===== src/rtl/hamming_rx_sequencer_pkg.sv =====
// Shared definitions for the Hamming(7,4) receive sequencer: state encoding,
// codeword/burst sizes and the bit-timer width helper.
package hamming_rx_sequencer_pkg;

    typedef enum logic [2:0] {
        S_IDLE    = 3'd0,
        S_START   = 3'd1,
        S_DATA    = 3'd2,
        S_STOP    = 3'd3,
        S_BURST   = 3'd4,
        S_CAPTURE = 3'd5
    } state_t;

    localparam int CODE_BITS = 7;
    localparam int BURST_LEN = 8;

    function automatic int timer_width(input int clks_per_bit);
        return (clks_per_bit > 1) ? $clog2(clks_per_bit) : 1;
    endfunction

endpackage


===== src/rtl/rx_bit_timer.sv =====
// Two-flop synchroniser for the serial line plus a loadable down-counter
// whose expiry strobe marks bit sampling points.
module rx_bit_timer #(
    parameter int TW = 4
) (
    input  logic          clk,
    input  logic          rst_n,
    input  logic          rx_in,
    input  logic          load,
    input  logic [TW-1:0] load_val,
    output logic          rx_s,
    output logic          expired
);

    logic          rx_meta;
    logic [TW-1:0] count;

    // The line idles high, so the synchroniser resets to 1 to avoid a false start.
    always_ff @(posedge clk or negedge rst_n) begin
        if (!rst_n) begin
            rx_meta <= 1'b1;
            rx_s    <= 1'b1;
        end else begin
            rx_meta <= rx_in;
            rx_s    <= rx_meta;
        end
    end

    always_ff @(posedge clk or negedge rst_n) begin
        if (!rst_n) begin
            count <= '0;
        end else if (load) begin
            count <= load_val;
        end else if (count != '0) begin
            count <= count - 1'b1;
        end
    end

    assign expired = (count == '0);

endmodule


===== src/rtl/hamming_rx_sequencer.sv =====
// Receive-side sequencer: deserialises start/7 code bits/stop, bursts each
// codeword into the serial decoder and pairs decoded nibbles into bytes.
// Back-to-back frames need CLKS_PER_BIT/2 >= 9 so burst plus capture fit in the stop-bit tail.
module hamming_rx_sequencer
    import hamming_rx_sequencer_pkg::*;
#(
    parameter int CLKS_PER_BIT     = 16,
    parameter bit LOW_NIBBLE_FIRST = 1'b1
) (
    input  logic       clk,
    input  logic       rst_n,
    input  logic       ena,
    input  logic       rx_in,
    output logic       dec_ena,
    output logic       dec_bit,
    input  logic       dec_valid,
    input  logic [3:0] dec_data,
    output logic [7:0] out_data,
    output logic       out_valid,
    input  logic       out_ready,
    output logic       frame_err,
    output logic       overrun,
    output logic       busy
);

    localparam int            TW        = timer_width(CLKS_PER_BIT);
    localparam logic [TW-1:0] HALF_LOAD = TW'(CLKS_PER_BIT / 2 - 1);
    localparam logic [TW-1:0] FULL_LOAD = TW'(CLKS_PER_BIT - 1);
    localparam logic [2:0]    LAST_BIT  = 3'(CODE_BITS - 1);
    localparam logic [2:0]    LAST_K    = 3'(BURST_LEN - 1);

    state_t                 state;
    state_t                 next_state;
    logic                   rx_s;
    logic                   expired;
    logic                   timer_load;
    logic [TW-1:0]          timer_val;
    logic [2:0]             bit_idx;
    logic [CODE_BITS-1:0]   code_buf;
    logic [BURST_LEN-1:0]   burst_word;
    logic [2:0]             burst_k;
    logic                   pair_flag;
    logic [3:0]             first_nib;
    logic [7:0]             assembled;
    logic                   stop_bad;
    logic                   cap_ok;
    logic                   cap_bad;

    rx_bit_timer #(.TW(TW)) u_timer (
        .clk      (clk),
        .rst_n    (rst_n),
        .rx_in    (rx_in),
        .load     (timer_load),
        .load_val (timer_val),
        .rx_s     (rx_s),
        .expired  (expired)
    );

    always_ff @(posedge clk or negedge rst_n) begin
        if (!rst_n) begin
            state <= S_IDLE;
        end else begin
            state <= next_state;
        end
    end

    // Only the IDLE->START step honours ena; a frame in flight always completes.
    always_comb begin
        next_state = state;
        timer_load = 1'b0;
        timer_val  = FULL_LOAD;
        case (state)
            S_IDLE: begin
                if (ena && !rx_s) begin
                    next_state = S_START;
                    timer_load = 1'b1;
                    timer_val  = HALF_LOAD;
                end
            end
            S_START: begin
                if (expired) begin
                    if (!rx_s) begin
                        next_state = S_DATA;
                        timer_load = 1'b1;
                    end else begin
                        next_state = S_IDLE;
                    end
                end
            end
            S_DATA: begin
                if (expired) begin
                    timer_load = 1'b1;
                    if (bit_idx == LAST_BIT) begin
                        next_state = S_STOP;
                    end
                end
            end
            S_STOP: begin
                if (expired) begin
                    next_state = rx_s ? S_BURST : S_IDLE;
                end
            end
            S_BURST: begin
                if (burst_k == LAST_K) begin
                    next_state = S_CAPTURE;
                end
            end
            S_CAPTURE: next_state = S_IDLE;
            default:   next_state = S_IDLE;
        endcase
    end

    always_comb begin
        burst_word = {1'b0, code_buf};
        dec_ena    = (state == S_BURST);
        dec_bit    = (state == S_BURST) ? burst_word[burst_k] : 1'b0;
        busy       = (state != S_IDLE);
        stop_bad   = (state == S_STOP) && expired && !rx_s;
        cap_ok     = (state == S_CAPTURE) && dec_valid;
        cap_bad    = (state == S_CAPTURE) && !dec_valid;
        assembled  = LOW_NIBBLE_FIRST ? {dec_data, first_nib} : {first_nib, dec_data};
    end

    always_ff @(posedge clk or negedge rst_n) begin
        if (!rst_n) begin
            bit_idx  <= '0;
            code_buf <= '0;
            burst_k  <= '0;
        end else begin
            if (state == S_START && expired) begin
                bit_idx <= '0;
            end else if (state == S_DATA && expired) begin
                code_buf[bit_idx] <= rx_s;
                bit_idx           <= bit_idx + 1'b1;
            end
            burst_k <= (state == S_BURST) ? burst_k + 1'b1 : 3'd0;
        end
    end

    // A byte completing against an unaccepted byte is dropped unless the old one leaves this cycle.
    always_ff @(posedge clk or negedge rst_n) begin
        if (!rst_n) begin
            pair_flag <= 1'b0;
            first_nib <= '0;
            out_data  <= '0;
            out_valid <= 1'b0;
            frame_err <= 1'b0;
            overrun   <= 1'b0;
        end else begin
            frame_err <= stop_bad || cap_bad;
            overrun   <= 1'b0;
            if (stop_bad || cap_bad) begin
                pair_flag <= 1'b0;
            end
            if (out_valid && out_ready) begin
                out_valid <= 1'b0;
            end
            if (cap_ok) begin
                if (!pair_flag) begin
                    first_nib <= dec_data;
                    pair_flag <= 1'b1;
                end else begin
                    pair_flag <= 1'b0;
                    if (out_valid && !out_ready) begin
                        overrun <= 1'b1;
                    end else begin
                        out_data  <= assembled;
                        out_valid <= 1'b1;
                    end
                end
            end
        end
    end

endmodule


===== config.mk =====
export PLATFORM = sky130hd
export DESIGN_NAME = hamming_rx_sequencer
export DESIGN_NICKNAME = d
export VERILOG_FILES = /design/src/rtl/hamming_rx_sequencer_pkg.sv /design/src/rtl/rx_bit_timer.sv /design/src/rtl/hamming_rx_sequencer.sv
export SDC_FILE = /design/constraint.sdc
export NUM_CORES = 1
export LEC_CHECK = 0
export CAP_MARGIN = 30
export CORE_ASPECT_RATIO = 0.9
export CORE_MARGIN = 4
export CORE_UTILIZATION = 66
export CTS_CLUSTER_DIAMETER = 40
export DETAILED_ROUTE_END_ITERATION = 8
export DONT_BUFFER_PORTS = 1
export PLACE_DENSITY = 0.89
export SKIP_CTS_REPAIR_TIMING = 1
export SLEW_MARGIN = 10
export SYNTH_ARGS = -nofsm -noshare
export SYNTH_HDL_FRONTEND = slang
export SYNTH_SLANG_ARGS = --single-unit

===== constraint.sdc =====
create_clock -name clk -period 4.3 [get_ports clk]
set_input_delay 0.215 -clock clk [delete_from_list [all_inputs] [get_ports clk]]
set_output_delay 0.215 -clock clk [all_outputs]
set_load 0.01 [all_outputs]

==> metrics.csv, run 1 <==
stage;metric;value;unit
routing;post-route ant nets;0;
critical_path;Worst Path Arrival;2.28;ns
routing;Via Count;1235;
critical_path;crit start category;flip-flop;
hold_path;hold crit path type;input pin to flip-flop;
synthesis;cell taking the most area after synthesis;dfrtp_1;
timing;period utilization;47.84;%
routing;drt via density;6.500;
critical_path;crit path max-delay cell type;or3b_1;
layout;share of post-route cells with drive strength above 1;19.75;%
layout;n_diodes;0;
critical_path;buffers and inverters on the worst path;1;
floorplanning;num ports;24;
synthesis;Syn. warnings;0;
power;power per cell area;520.5;mW/mm2
critical_path;CP delay by family, top;simple AND/OR/NAND/NOR gates;
clock_tree;TritonCTS clock tree;yes;
synthesis;top-area cell type share of the netlist area;49.97;%
floorplanning;Die Height;57.59;um
clock_tree;cts bufs inserted;5;
global_routing;initial antenna violation count;0;
power;worst vdd ir;0.0003337;V
timing;Worst Tran Pin Value;0.6084;ns
critical_path;Worst Path Max Fanout;8;
layout;footprint of the multi-input gates;802.0;um2
floorplanning;die width;63.10;um
layout;final core utilization;76.32;%
layout;most frequent cells in the layout;dfrtp_1 (36), mux2_2 (16), nand2_1 (12), nor2_1 (9), o21ai_0 (9);
clock_tree;H-tree level count;2;
critical_path;Worst Setup SP;u_timer.count[0]$_DFFE_PN0P_;
synthesis;Syn Nets;172;
floorplanning;Starting Density;71.23;%
layout;Area Overhead vs Synth;7.148;%
clock_tree;clock slew seen by the registers of the worst setup and hold paths;0.11;ns
synthesis;Synth Cell Area;0.001803;mm2
floorplanning;CORE AREA;0.002531;mm2
synthesis;mean area per synthesized cell;11.48;um2
outcome;status;finished, final reports clean;
place;count of buffers from port buffering;0;
timing;Rel. slew slack;58.87;%
critical_path;Critical R2R Launch;u_timer.count[0]$_DFFE_PN0P_;
place;Placer Congestion;0.7942;
global_routing;largest net degree at the start of global routing;39;
layout;Reg area;953.4;um2
floorplanning;row count;17;
critical_path;crit path capture type;flip-flop;
critical_path;Crit Path Class;flip-flop to flip-flop;
critical_path;CP required;4.53;ns
timing;Setup violations, final;0;
synthesis;Synth area leaders;dfrtp_1 (50%), mux2_2 (10%), ha_1 (3.5%);
global_routing;first-pass GRT wire length;5851;um
layout;nets;176;
layout;fillers;159;
timing;Layout Skew;0.007775;ns
synthesis;Yosys reg bits;38;
critical_path;worst stage delay on the critical path;0.49;ns
synthesis;library cells used by synthesis;39;
layout;commonest non-fill, non-tap cell in the layout;dfrtp_1;
timing;Final Hold Fails;0;
routing;Residual DRC;0;
flow_run;maxcap violations;0;
place;dpl hpwl;2503;um
timing;TNS Setup;0;ns
synthesis;Mapped Cells;157;
clock_tree;clock root buffer;clkbuf_4;
timing;min Tclk post-route;2.057;ns
clock_tree;Sink Count;38;
routing;final WL;3473;um
global_routing;number of global-route vias before repair;1228;
clock_tree;Clock Latency Late Sink;0.35;ns
hold_path;Hold Crit Start;dec_data[1];
global_routing;Overall Global Routing Usage;20.92;%
timing;RSZ-0062 raised after global routing;no;
routing;number of DRC markers in iteration 0;97;
critical_path;CP Cell Sequence;inv_1, ha_1, or3b_1, nor4_1, mux2_1;
floorplanning;Die Footprint;0.003633;mm2
global_routing;GRT overflow;0;
timing;achievable clock frequency;0.4862;GHz
timing;Slew Limit Fails;0;
routing;drt first pass iters;4;
routing;Wirelength per Cell;18.28;um
power;leak pwr;0.9204;nW
synthesis;Seq/Total Area, Yosys;52.88;%
clock_tree;maximum buffer depth of the clock tree;2;
## stage by stage
stage	area (um2)	setup WS, ns	std cells	power, mW	hold WS, ns
after floorplan	1803	2.440	157	0.7043	-0.08059
after global placement	1813	2.391	179	0.7405	-0.07950
after detailed placement	1813	2.248	179	0.7696	-0.07961
after CTS	1892	2.237	187	0.9914	-0.4561
after global routing	1932	2.114	190	1.071	0.003305
final	1932	2.243	190	1.006	0.01171
## final timing paths
kind | end | slack [ns] | cells after the start
worst max register to register | code_buf[4]$_DFFE_PN0P_ | 2.24 | 5
worst max-delay path | code_buf[4]$_DFFE_PN0P_ | 2.24 | 5
worst min-delay path | first_nib[1]$_DFFE_PN0P_ | 0.01 | 1
max in group asynchronous | u_timer.rx_meta$_DFF_PN1_ | 3.74 | 2
worst min register to register | u_timer.rx_s$_DFF_PN1_ | 0.35 | 0
min in group asynchronous | out_valid$_DFF_PN0_ | 0.30 | 2
## sequential cells by signal (all words and copies together), names as in the netlist, 3 cells and up
signal and cells:
out_data 8, state 3, u_timer.count 4, bit_idx 3, burst_k 3, first_nib 4, code_buf 7
## area by class of cell
cell class,instances,share of cell area [%]
flip-flops and latches,38,49.35
multi-input cells,107,41.52
clock buffers,8,4.080
repair buffers,3,2.073
well taps,28,1.813
inverters,6,1.166
## cells in the mapped netlist (all sizes together)
library cell / n
a21oi: 2
nand2b: 4
nor4b: 1
buf: 2
and4b: 1
o22ai: 1
nand4: 4
mux2i: 2
or3b: 2
or4b: 1
nor4: 5
nor2b: 1
mux2: 19
o211a: 1
nand2: 12
nor3b: 4
xnor2: 1
dfstp: 2
o21a: 1
or3: 2
nor2: 9
clkbuf: 4
inv: 6
o21ai: 9
ha: 5
nand3: 3
and2: 5
o211ai: 1
o221ai: 2
a32oi: 1
o311ai: 3
mux4: 1
nor3: 3
dfrtp: 36
a21boi: 1
## power by group
part | internal [mW] | leakage [nW] | switching (mW)
registers | 0.418 | 0.495 | 0.104
logic | 0.121 | 0.381 | 0.138
clock network | 0.112 | 0.0446 | 0.112
total | 0.651 | 0.920 | 0.354
## metal layers
metal	wire length (um)	vias up	GRT usage (%)
met5	0	-	0
met4	55	0	9.119
met3	232	9	5.906
met2	1702	54	33.98
li1	-	582	-
met1	1482	590	26.32
## kinds of logic after synthesis
logic type               count (synthesis)  synth area share, %
multiplexers                            22                14.23
AO/OA/AOI/OAI                           22                8.120
flip-flops                              38                52.88
XOR/XNOR                                 1               0.4859
buffers and inverters                   12                2.637
AND/OR/NAND/NOR                         57                18.18
adder cells (fa/ha/maj)                  5                3.470
Note: power is estimated with default switching activity, not from simulation.
==> inputs of run 2 (changes only) <==
--- a/config.mk
+++ b/config.mk
@@ -8,11 +8,11 @@
 export CAP_MARGIN = 30
 export CORE_ASPECT_RATIO = 0.9
 export CORE_MARGIN = 4
-export CORE_UTILIZATION = 66
+export CORE_UTILIZATION = 62
 export CTS_CLUSTER_DIAMETER = 40
 export DETAILED_ROUTE_END_ITERATION = 8
 export DONT_BUFFER_PORTS = 1
-export PLACE_DENSITY = 0.89
+export PLACE_DENSITY = 0.85
 export SKIP_CTS_REPAIR_TIMING = 1
 export SLEW_MARGIN = 10
 export SYNTH_ARGS = -nofsm -noshare
==> constraint.sdc (replaced) <==
create_clock -name clk -period 2.05 [get_ports clk]
set_input_delay 0.1025 -clock clk [delete_from_list [all_inputs] [get_ports clk]]
set_output_delay 0.1025 -clock clk [all_outputs]
set_load 0.01 [all_outputs]
==> run 2 against run 1 <==
Against the previous run: worst setup slack worse by 2.1 ns; sequential power is 95% higher; wire length is 1.9% higher; combinational power grew to 2.7 times the previous value; die area is 5.6% higher; highest routed layer unchanged; first-iteration DRC count is 24% higher; clock skew is 0.0057 ns higher; via count is 5.6% higher; global-route usage is 0.29 points lower; the flow now finishes with violations (hold timing); clock-buffer cell count is 1 lower; critical path type unchanged.
==> metrics.csv, run 2 (synthesis results as in run 1) <==
stage;metric;value;unit;change
floorplanning;row count;18;;+1
timing;period utilization;92.59;%;+45 points
place;area of placed instances;0.001866;mm2;+2.9%
global_routing;initial antenna violation count;0;;unchanged
critical_path;reg2reg end;code_buf[4]$_DFFE_PN0P_;;
routing;Residual DRC;0;;unchanged
timing;Worst Tran Pin Value;0.6932;ns;+0.08482 ns
place;count of buffers from port buffering;0;;unchanged
timing;RSZ-0062 raised after global routing;no;;
routing;drt via density;6.122;;-5.8%
floorplanning;Die Height;59.16;um;+2.7%
power;power per cell area;1033;mW/mm2;+99%
clock_tree;clock root buffer;clkbuf_4;;
flow_run;maxcap violations;0;;unchanged
routing;final WL;3540;um;+1.9%
power;Power Total;2.123;mW;+110%
layout;most frequent cells in the layout;dfrtp_1 (36), mux2_2 (16), nand2_1 (12), nor2_1 (9), o21ai_0 (9);;
clock_tree;clock slew seen by the registers of the worst setup and hold paths;0.11;ns;about the same
layout;max FFs per register;8;;unchanged
routing;post-route ant nets;0;;unchanged
layout;fillers;184;;+16%
critical_path;buffers and inverters on the worst path;1;;unchanged
timing;min Tclk post-route;1.898;ns;-0.1588 ns
timing;Rel. slew slack;53.13;%;-5.7 points
floorplanning;die width;64.85;um;+2.8%
floorplanning;CORE AREA;0.002770;mm2;+9.4%
hold_path;Hold Path End;u_timer.count[2]$_DFFE_PN0P_;;
critical_path;Crit Path Class;flip-flop to flip-flop;;
layout;cell area after layout;0.002054;mm2;+6.3%
critical_path;CP Cell Sequence;inv_1, ha_2, or3b_4, nor4_2, mux2_1;;
critical_path;CP required;2.27;ns;-2.26 ns
layout;n_diodes;0;;unchanged
layout;commonest non-fill, non-tap cell in the layout;dfrtp_1;;
clock_tree;maximum buffer depth of the clock tree;2;;unchanged
timing;TNS Setup;0;ns;unchanged
global_routing;Most Used Layer, Global Route;met2;;
timing;Layout Skew;0.01345;ns;+0.005679 ns
critical_path;worst stage delay on the critical path;0.43;ns;-0.06 ns
floorplanning;Die Footprint;0.003836;mm2;+5.6%
clock_tree;Sink Count;38;;unchanged
routing;Wirelength per Cell;16.62;um;-9.1%
place;Placer Congestion;0.8646;;+8.9%
outcome;failing checks;hold timing;;
global_routing;largest net degree at the start of global routing;39;;unchanged
critical_path;R2R Setup Slk;0.15;ns;-2.09 ns
critical_path;worst reg-to-reg path cell count;5;;unchanged
hold_path;Hold Crit Depth;2;;+1
layout;Area Overhead vs Synth;13.95;%;
place;dpl hpwl;2515;um;+0.47%
timing;Slew Limit Fails;0;;unchanged
global_routing;met2 Use GR;31.63;%;-2.4 points
critical_path;Worst Path Max Fanout;5;;-3
routing;number of DRC markers in iteration 0;120;;+24%
place;placed cells;196;;+9.5%
global_routing;grt met1 use;26.10;%;-0.22 points
timing;achievable clock frequency;0.5268;GHz;+8.4%
routing;Via Count;1304;;+5.6%
critical_path;crit path max-delay cell type;or3b_4;;
layout;final std cells w/o fill;213;;+12%
global_routing;number of global-route vias before repair;1214;;-1.1%
floorplanning;num ports;24;;unchanged
power;worst vdd ir;0.0005785;V;+73%
hold_path;hold crit path type;input pin to flip-flop;;
global_routing;first-pass GRT wire length;5775;um;-1.3%
critical_path;crit start category;flip-flop;;
critical_path;crit path capture type;flip-flop;;
clock_tree;Clock Latency Late Sink;0.35;ns;about the same
timing;Final Hold Fails;1;;+1
critical_path;Worst Path Arrival;2.12;ns;-0.16 ns
routing;drt first pass iters;4;;unchanged
power;leak pwr;0.9621;nW;+4.5%
floorplanning;Starting Density;65.09;%;-6.1 points
critical_path;CP delay by family, top;simple AND/OR/NAND/NOR gates;;
layout;nets;187;;+6.3%
critical_path;Worst path depth;5;;unchanged
timing;Fin Hold WS;-0.008368;ns;-0.02008 ns
layout;Top reg by flops;out_data;;
global_routing;GRT overflow;0;;unchanged
layout;share of post-route cells with drive strength above 1;24.28;%;+4.5 points
global_routing;Overall Global Routing Usage;20.63;%;-0.29 points
hold_path;Hold Crit Start;ena;;
layout;leading registers by flop count;out_data (8), code_buf (7);;
clock_tree;cts bufs inserted;5;;unchanged
timing;Setup violations, final;0;;unchanged
critical_path;Critical R2R Launch;u_timer.count[0]$_DFFE_PN0P_;;
global_routing;met3 Usage GRT;6.262;%;+0.36 points
clock_tree;H-tree level count;2;;unchanged
outcome;status;complete, but fails checks;;
clock_tree;TritonCTS clock tree;yes;;
==> run 2: cell count changes in the layout (fill, tap and decap cells not counted), sizes merged <==
cell	before	now
buf	1	6
clkbuf	8	7
clkinv	0	1
dlygate4sd3	2	8
==> run 2: layer usage <==
layer / up-vias / share of wire [%]
met2: 52 / 50
met4: 0 / 1.9
met5: - / 0
li1: 597 / -
met1: 647 / 41
met3: 8 / 7.6
==> run 2: worst max path at each step <==
stage	endpoint	slack (ns)	startpoint
floorplan	code_buf[4]$_DFFE_PN0P_	0.19	u_timer.count[0]$_DFFE_PN0P_
global placement	code_buf[5]$_DFFE_PN0P_	0.20	u_timer.count[0]$_DFFE_PN0P_
detailed placement	code_buf[4]$_DFFE_PN0P_	0.06	u_timer.count[0]$_DFFE_PN0P_
CTS	code_buf[4]$_DFFE_PN0P_	0.04	u_timer.count[0]$_DFFE_PN0P_
global route	code_buf[4]$_DFFE_PN0P_	0.03	u_timer.count[0]$_DFFE_PN0P_
finish	code_buf[4]$_DFFE_PN0P_	0.15	u_timer.count[0]$_DFFE_PN0P_
==> run 2: where the power goes <==
| part | total [mW] | internal (mW) | switching (mW) |
|---|---|---|---|
| Sequential | 1.02 | 0.878 | 0.147 |
| Clock | 0.396 | 0.166 | 0.230 |
| Combinational | 0.702 | 0.312 | 0.390 |
==> run 2: through the flow <==
| stage | hold slack, ns | worst slack (ns) | util, % |
|---|---|---|---|
| after floorplan | -0.1931 | 0.1905 | - |
| after global placement | -0.1917 | 0.1963 | 67.34 |
| after detailed placement | -0.1921 | 0.05707 | 67.34 |
| after CTS | -0.5849 | 0.04375 | 69.51 |
| after global routing | 0.01418 | 0.02704 | 74.16 |
| final | -0.008368 | 0.1519 | 74.16 |
==> run 2: area by class of cell <==
type,instances,area (um2),area share (%)
clock inverter,1,5.005,0.2436
clock buffer,7,55.05,2.680
multi-input combinational,107,830.8,40.44
timing repair buffer,14,137.6,6.699
tap,40,50.05,2.436
inverter,6,22.52,1.096
sequential,38,953.4,46.41
